### src/rtl/conv3x3_filter_if.sv
// conv3x3_filter_if: upstream pixel pop interface plus downstream valid/ready output
interface conv3x3_filter_if;
    logic [7:0] i_pix_data;
    logic       i_pix_valid;
    logic       o_pix_next;
    logic [7:0] o_data;
    logic       o_valid;
    logic       i_ready;
    modport slave  (input  i_pix_data, i_pix_valid, i_ready, output o_pix_next, o_data, o_valid);
    modport master (output i_pix_data, i_pix_valid, i_ready, input  o_pix_next, o_data, o_valid);
endinterface

### src/rtl/conv3x3_filter.sv
// conv3x3_filter: streaming 3x3 filter (pass/blur/sobel/sharpen) with two line buffers
module conv3x3_filter #(
    parameter int IMG_W = 225,
    parameter int IMG_H = 225
) (
    input  logic             clk,
    input  logic             rst_n,
    input  logic             i_vsync,
    input  logic [1:0]       i_mode,
    conv3x3_filter_if.slave  bus,
    output logic             o_frame_done
);
    localparam int CW = $clog2(IMG_W);
    localparam int RW = $clog2(IMG_H);
    localparam logic [CW-1:0] LAST_COL = CW'(IMG_W - 1);
    localparam logic [RW-1:0] LAST_ROW = RW'(IMG_H - 1);

    typedef enum logic [2:0] {S_IDLE, S_PRIME, S_RUN, S_FLUSH, S_DONE} state_t;

    state_t                r_state;
    state_t                w_next;
    logic [1:0]            r_mode;
    logic [CW-1:0]         r_in_col, r_iss_col, r_s1_col, r_out_col;
    logic [RW-1:0]         r_in_row, r_iss_row, r_s1_row, r_out_row;
    logic [7:0]            r_lb0 [IMG_W];
    logic [7:0]            r_lb1 [IMG_W];
    logic [2:0][2:0][7:0]  r_win;
    logic                  r_s1_valid;
    logic                  r_valid;
    logic [7:0]            r_data;

    logic                  w_go, w_pop, w_adv, w_issue, w_stall;
    logic                  w_accept, w_last_acc, w_in_row1, w_in_last;
    logic [7:0]            w_pix;
    logic [11:0]           w_gsum;
    logic [7:0]            w_blur;
    logic [9:0]            w_xp, w_xn, w_yp, w_yn;
    logic signed [10:0]    w_gx, w_gy;
    logic [10:0]           w_ax, w_ay;
    logic [11:0]           w_mag;
    logic [10:0]           w_c5;
    logic [9:0]            w_s4;
    logic signed [11:0]    w_sh;
    logic                  w_border;
    logic [7:0]            w_result;

    assign bus.o_pix_next = w_pop;
    assign bus.o_data     = r_data;
    assign bus.o_valid    = r_valid;

    // handshake decode: pops, window advances and output issue for the current state
    always_comb begin
        w_stall    = r_valid & ~bus.i_ready;
        w_go       = i_vsync & ~w_stall;
        w_pop      = w_go & bus.i_pix_valid & (r_state == S_PRIME || r_state == S_RUN);
        w_adv      = w_pop | (w_go & (r_state == S_FLUSH));
        w_issue    = w_adv & (r_state != S_PRIME);
        w_pix      = (r_state == S_FLUSH) ? 8'd0 : bus.i_pix_data;
        w_accept   = r_valid & bus.i_ready;
        w_last_acc = w_accept & (r_out_row == LAST_ROW) & (r_out_col == LAST_COL);
        w_in_row1  = (r_in_row == RW'(1)) & (r_in_col == '0);
        w_in_last  = (r_in_row == LAST_ROW) & (r_in_col == LAST_COL);
    end

    // next-state: prime one line plus one pixel, stream, flush the same amount, drain
    always_comb begin
        w_next = r_state;
        case (r_state)
            S_IDLE:  w_next = S_PRIME;
            S_PRIME: w_next = (w_adv && w_in_row1) ? S_RUN : S_PRIME;
            S_RUN:   w_next = (w_adv && w_in_last) ? S_FLUSH : S_RUN;
            S_FLUSH: w_next = (w_adv && w_in_row1) ? S_DONE : S_FLUSH;
            S_DONE:  w_next = w_last_acc ? S_IDLE : S_DONE;
            default: w_next = S_IDLE;
        endcase
    end

    // state register; a low vsync restarts the frame
    always_ff @(posedge clk or negedge rst_n) begin
        if (!rst_n)
            r_state <= S_IDLE;
        else
            r_state <= i_vsync ? w_next : S_IDLE;
    end

    // kernel arithmetic on the stage-1 window, borders pass the centre through
    always_comb begin
        w_gsum   = {4'd0, r_win[0][0]} + {3'd0, r_win[0][1], 1'b0} + {4'd0, r_win[0][2]}
                 + {3'd0, r_win[1][0], 1'b0} + {2'd0, r_win[1][1], 2'b0} + {3'd0, r_win[1][2], 1'b0}
                 + {4'd0, r_win[2][0]} + {3'd0, r_win[2][1], 1'b0} + {4'd0, r_win[2][2]};
        w_blur   = 8'(w_gsum >> 4);
        w_xp     = {2'd0, r_win[0][2]} + {1'd0, r_win[1][2], 1'b0} + {2'd0, r_win[2][2]};
        w_xn     = {2'd0, r_win[0][0]} + {1'd0, r_win[1][0], 1'b0} + {2'd0, r_win[2][0]};
        w_yp     = {2'd0, r_win[2][0]} + {1'd0, r_win[2][1], 1'b0} + {2'd0, r_win[2][2]};
        w_yn     = {2'd0, r_win[0][0]} + {1'd0, r_win[0][1], 1'b0} + {2'd0, r_win[0][2]};
        w_gx     = $signed({1'b0, w_xp}) - $signed({1'b0, w_xn});
        w_gy     = $signed({1'b0, w_yp}) - $signed({1'b0, w_yn});
        w_ax     = w_gx[10] ? -w_gx : w_gx;
        w_ay     = w_gy[10] ? -w_gy : w_gy;
        w_mag    = {1'b0, w_ax} + {1'b0, w_ay};
        w_c5     = {1'b0, r_win[1][1], 2'b0} + {3'd0, r_win[1][1]};
        w_s4     = {2'd0, r_win[0][1]} + {2'd0, r_win[1][0]} + {2'd0, r_win[1][2]} + {2'd0, r_win[2][1]};
        w_sh     = $signed({1'b0, w_c5}) - $signed({2'd0, w_s4});
        w_border = (r_s1_row == '0) || (r_s1_row == LAST_ROW) || (r_s1_col == '0) || (r_s1_col == LAST_COL);
        w_result = (w_border || r_mode == 2'b00) ? r_win[1][1] :
                   (r_mode == 2'b01) ? w_blur :
                   (r_mode == 2'b10) ? ((|w_mag[11:8]) ? 8'hff : w_mag[7:0]) :
                   w_sh[11] ? 8'h00 : ((|w_sh[10:8]) ? 8'hff : w_sh[7:0]);
    end

    // line buffers and window shift; contents only matter once a frame has primed
    always_ff @(posedge clk) begin
        if (w_adv) begin
            r_lb0[r_in_col] <= w_pix;
            r_lb1[r_in_col] <= r_lb0[r_in_col];
            r_win[0]        <= {r_lb1[r_in_col], r_win[0][2:1]};
            r_win[1]        <= {r_lb0[r_in_col], r_win[1][2:1]};
            r_win[2]        <= {w_pix, r_win[2][2:1]};
        end
    end

    // frame counters, two-stage output pipeline, mode latch and frame-done pulse
    always_ff @(posedge clk or negedge rst_n) begin
        if (!rst_n) begin
            r_mode       <= '0;
            r_in_col     <= '0;
            r_in_row     <= '0;
            r_iss_col    <= '0;
            r_iss_row    <= '0;
            r_s1_col     <= '0;
            r_s1_row     <= '0;
            r_out_col    <= '0;
            r_out_row    <= '0;
            r_s1_valid   <= 1'b0;
            r_valid      <= 1'b0;
            r_data       <= '0;
            o_frame_done <= 1'b0;
        end else if (!i_vsync || r_state == S_IDLE) begin
            r_mode       <= i_mode;
            r_in_col     <= '0;
            r_in_row     <= '0;
            r_iss_col    <= '0;
            r_iss_row    <= '0;
            r_s1_col     <= '0;
            r_s1_row     <= '0;
            r_out_col    <= '0;
            r_out_row    <= '0;
            r_s1_valid   <= 1'b0;
            r_valid      <= 1'b0;
            r_data       <= '0;
            o_frame_done <= 1'b0;
        end else begin
            o_frame_done <= (r_state == S_DONE) && w_last_acc;
            if (w_adv) begin
                r_in_col <= (r_in_col == LAST_COL) ? '0 : r_in_col + 1'b1;
                if (r_in_col == LAST_COL)
                    r_in_row <= (r_in_row == LAST_ROW) ? '0 : r_in_row + 1'b1;
            end
            if (w_issue) begin
                r_s1_col  <= r_iss_col;
                r_s1_row  <= r_iss_row;
                r_iss_col <= (r_iss_col == LAST_COL) ? '0 : r_iss_col + 1'b1;
                if (r_iss_col == LAST_COL)
                    r_iss_row <= (r_iss_row == LAST_ROW) ? '0 : r_iss_row + 1'b1;
            end
            if (w_accept) begin
                r_out_col <= (r_out_col == LAST_COL) ? '0 : r_out_col + 1'b1;
                if (r_out_col == LAST_COL)
                    r_out_row <= (r_out_row == LAST_ROW) ? '0 : r_out_row + 1'b1;
            end
            if (!w_stall) begin
                r_s1_valid <= w_issue;
                r_valid    <= r_s1_valid;
                if (r_s1_valid)
                    r_data <= w_result;
            end
        end
    end
endmodule

### src/flat_wrapper.sv
// flat-port wrapper written by rule: the top's interface ports become plain ports
module conv3x3_filter_flat 
#(
    parameter int IMG_W = 225,
    parameter int IMG_H = 225
)
  (clk, rst_n, i_vsync, i_mode, o_frame_done, bus_i_pix_data, bus_i_pix_valid, bus_i_ready, bus_o_pix_next, bus_o_data, bus_o_valid);
  conv3x3_filter_if bus_i ();
  input  logic clk;
  input  logic rst_n;
  input  logic i_vsync;
  input  logic [1:0] i_mode;
  output logic o_frame_done;
  input wire logic [$bits(bus_i.i_pix_data)-1:0] bus_i_pix_data;
  input wire logic [$bits(bus_i.i_pix_valid)-1:0] bus_i_pix_valid;
  input wire logic [$bits(bus_i.i_ready)-1:0] bus_i_ready;
  output wire logic [$bits(bus_i.o_pix_next)-1:0] bus_o_pix_next;
  output wire logic [$bits(bus_i.o_data)-1:0] bus_o_data;
  output wire logic [$bits(bus_i.o_valid)-1:0] bus_o_valid;
  assign bus_i.i_pix_data = bus_i_pix_data;
  assign bus_i.i_pix_valid = bus_i_pix_valid;
  assign bus_i.i_ready = bus_i_ready;
  assign bus_o_pix_next = bus_i.o_pix_next;
  assign bus_o_data = bus_i.o_data;
  assign bus_o_valid = bus_i.o_valid;
  conv3x3_filter #(.IMG_W(IMG_W), .IMG_H(IMG_H)) u_core (.clk(clk), .rst_n(rst_n), .i_vsync(i_vsync), .i_mode(i_mode), .bus(bus_i), .o_frame_done(o_frame_done));
endmodule
### config.mk
export PLATFORM = sky130hd
export DESIGN_NAME = conv3x3_filter_flat
export DESIGN_NICKNAME = d
export VERILOG_FILES = /design/src/rtl/conv3x3_filter_if.sv /design/src/rtl/conv3x3_filter.sv /design/src/flat_wrapper.sv
export SDC_FILE = /design/constraint.sdc
export NUM_CORES = 2
export LEC_CHECK = 0
export BUFFER_PORTS_ARGS = -buffer_cell sky130_fd_sc_hd__buf_2
export CAP_MARGIN = 20
export CORE_UTILIZATION = 55
export CTS_BUF_LIST = sky130_fd_sc_hd__clkbuf_4
export CTS_CLUSTER_SIZE = 10
export DETAILED_ROUTE_END_ITERATION = 10
export GPL_ROUTABILITY_DRIVEN = 0
export PLACE_DENSITY = 0.71
export SYNTH_ARGS = -nofsm -noshare
export SYNTH_HDL_FRONTEND = slang
export SYNTH_SLANG_ARGS = --single-unit
### constraint.sdc
create_clock -name clk -period 16.1 [get_ports clk]
set_clock_uncertainty 0.2 [all_clocks]
set_input_delay 1.61 -clock clk [delete_from_list [all_inputs] [get_ports clk]]
set_output_delay 1.61 -clock clk [all_outputs]
set_load 0.02 [all_outputs]
==> results.sh <==
export IMPL_run_status="complete, no violations"
export IMPL_synth_area_leaders="edfxtp_1 (73%), mux4_2 (16%), fa_1 (1.7%)"
export IMPL_critPathMaxFanout=89
export IMPL_firstDrtPassIters=6
export IMPL_port_buffers=25
export IMPL_period_needed_ns=7.58
export IMPL_synthFlopType="edfxtp_1"
export IMPL_synth_edf_count=3672
export IMPL_arrival_ns=8.46
export IMPL_pin_count=26
export IMPL_placed_cell_area_mm2=0.157
export IMPL_ant_nets=0
export IMPL_syn_to_final_growth_pct=11.9
export IMPL_slew_headroom=0.0821
export IMPL_drtIter0Drc=10700
export IMPL_vias=78100
export IMPL_start_kind="flop"
export IMPL_avgSynthCellArea_um2=21.7
export IMPL_clkSinkCount=3752
export IMPL_num_rows=191
export IMPL_ir_drop_v=0.0000922
export IMPL_dieArea_mm2=0.275
export IMPL_htree_levels=6
export IMPL_start_util=0.554
export IMPL_grt_pass1_vias=79000
export IMPL_cts_setup_buffers=0
export IMPL_tightest_slew_ns=1.38
export IMPL_finish_utilization=0.620
export IMPL_grtUsageTotal=0.282
export IMPL_antenna_found_initial=13
export IMPL_drive_gt1_frac=0.353
export IMPL_rsz0062_at_grt="false"
export IMPL_setup_violations=0
export IMPL_wirelength_mm=387
export IMPL_yosysWarnings=0
export IMPL_hold_path_class="input port to async pin"
export IMPL_r2r_slack_ns=8.52
export IMPL_hold_buffers=3
export IMPL_clkTransAtPathRegs_ns=0.07
export IMPL_post_cts_resized=0
export IMPL_power_static_leakage_nw=53.4
export IMPL_root_buffer="clkbuf_4"
export IMPL_drv_cap=0
export IMPL_ys_async_sr_fraction=0.0213
export IMPL_fin_tns_setup_ns=0
export IMPL_yosys_area_top_type="edfxtp_1"
export IMPL_cp_required_ns=16.98
export IMPL_timing_final_crit_share=0.471
export IMPL_maxSlewViolCount=0
export IMPL_critical_path_class="flop to flop"
export IMPL_synth_fp_nets=7180
export IMPL_cts_tree="built"
export IMPL_hold_viol_final=0
export IMPL_final_common_cell="edfxtp_1"
export IMPL_syn_inst=6936
export IMPL_synth_area_mm2=0.150
export IMPL_cts_buffers=896
export IMPL_grt_max_degree=227
export IMPL_hpwl_mm=227
export IMPL_via_per_inst=6.45
export IMPL_cellPowerDensity_mw_per_mm2=118
export IMPL_nNetsFinal=8131
export IMPL_insertion_delay_ns=1.63
export IMPL_fp_coreArea_mm2=0.271
export IMPL_design_area_mm2=0.168
export IMPL_layout_common_cells="edfxtp_1 (3672), clkbuf_4 (1297), mux4_2 (1036), buf_4 (328), inv_1 (214)"
export IMPL_max_freq_mhz=132
export IMPL_synth_top_cell_area_share=0.734
export IMPL_seq_area_frac_synth=0.747
export IMPL_grt_overflow=0
export IMPL_cts_path_max_buffers=4
export IMPL_endpoint_kind="flop"
export IMPL_chipHeight_um=525
export IMPL_die_x_um=525
export IMPL_avgRoutedWirePerCell_um=32.0
export IMPL_drc=0
export IMPL_grt_pass1_wl_mm=553
export IMPL_synth_seq_cells=3752
export IMPL_synth_distinct_cells=71
## routing by layer
| metal | global-route usage | vias up | part of all wire |
|---|---|---|---|
| li1 | - | 31400 | - |
| met1 | 0.389 | 40700 | 0.37 |
| met2 | 0.425 | 5176 | 0.46 |
| met3 | 0.0790 | 802 | 0.12 |
| met4 | 0.119 | 14 | 0.042 |
| met5 | 0 | - | 0.00027 |
## Yosys cell counts, types with 9 or more instances
cell type,number
nor2_1,339
nor2b_1,22
nand2_1,131
o22ai_1,49
o21bai_1,10
a22oi_1,36
buf_1,28
nor4_1,14
a21o_1,17
nand2b_1,18
a32oi_1,9
dfrtp_1,80
o21ai_0,81
a22o_1,36
fa_1,129
a211oi_1,13
a31oi_1,18
buf_2,92
edfxtp_1,3672
clkbuf_1,149
mux4_2,1036
xnor2_1,40
o21a_1,9
xor2_1,35
and3_1,15
o32ai_1,11
inv_1,215
a221oi_1,21
and2_1,14
a21oi_1,71
or3_1,18
mux2i_1,131
buf_6,27
buf_4,41
ha_1,100
nand3_1,60
nor3_1,24
or4_1,14
nand4_1,26
## flip-flops by register name (all words and copies together), names as in the netlist, 2 cells and up
name,flops
u_core.r_lb0,1800
u_core.r_lb1,1800
u_core.r_win,72
u_core.bus.o_data,8
u_core.r_in_col,8
u_core.r_in_row,8
u_core.r_iss_col,8
u_core.r_iss_row,8
u_core.r_out_col,8
u_core.r_out_row,8
u_core.r_s1_col,8
u_core.r_s1_row,8
u_core.r_state,3
u_core.r_mode,2
## critical path, cell delays in order (launching register included)
cell and delay (ns):
dfrtp_4 0.87, buf_12 0.71, buf_4 0.67, buf_12 0.50, mux4_2 0.60, mux4_2 0.57
a32oi_1 0.24, nand4_1 0.40, or3_4 0.79, buf_4 0.50, buf_4 0.45
## stage by stage
stage,power [mW],instances,setup slack [ns],hold WS [ns]
finish,19.9,12100,8.52,0.155
floorplan,12.1,6936,2.60,0.226
global route,20.6,12100,8.29,0.0873
detailed placement,12.5,10500,8.71,0.241
global placement,12.4,10500,8.85,0.233
CTS,20.0,12100,8.70,0.00876
## power breakdown
group,switching (mW),internal (mW)
logic,0.909,0.608
registers,0.0126,10.7
clock network,3.76,3.83
total,4.68,15.2
## final timing paths
check / cells after the start / end / from
max in group asynchronous: 3 / u_core.r_s1_row[7] / rst_n
worst max register to register: 10 / u_core.r_lb1[201][3] / u_core.r_in_col[0]
worst min-delay path: 2 / u_core.r_out_row[7] / rst_n
min in group clk: 3 / u_core.r_state[2] / i_vsync
worst max-delay path: 10 / u_core.r_lb1[201][3] / u_core.r_in_col[0]
worst min register to register: 0 / u_core.r_win[56] / u_core.r_win[64]
## cell type report
| type | count | area, um2 |
|---|---|---|
| antenna | 15 | 37.5 |
| clock buffer | 1297 | 9740 |
| clock inverter | 229 | 1490 |
| fill | 18400 | 103000 |
| inverter | 215 | 808 |
| multi-input combinational | 2632 | 36000 |
| sequential | 3752 | 112000 |
| tap | 3570 | 4470 |
| timing repair buffer | 390 | 3370 |
## logic make-up (layout without fill, tap and decap cells)
kind of cell / Yosys count / count (layout) / share of synthesized area
buf+inv: 552 / 2131 / 0.0169
flops: 3752 / 3752 / 0.747
other cells: 0 / 15 / 0
xor+xnor: 75 / 75 / 0.00437
compound gates: 435 / 435 / 0.0197
fa+ha+maj: 230 / 230 / 0.0256
simple gates: 722 / 722 / 0.0219
mux: 1170 / 1170 / 0.164
No activity file was read; power rests on OpenSTA's default activity.
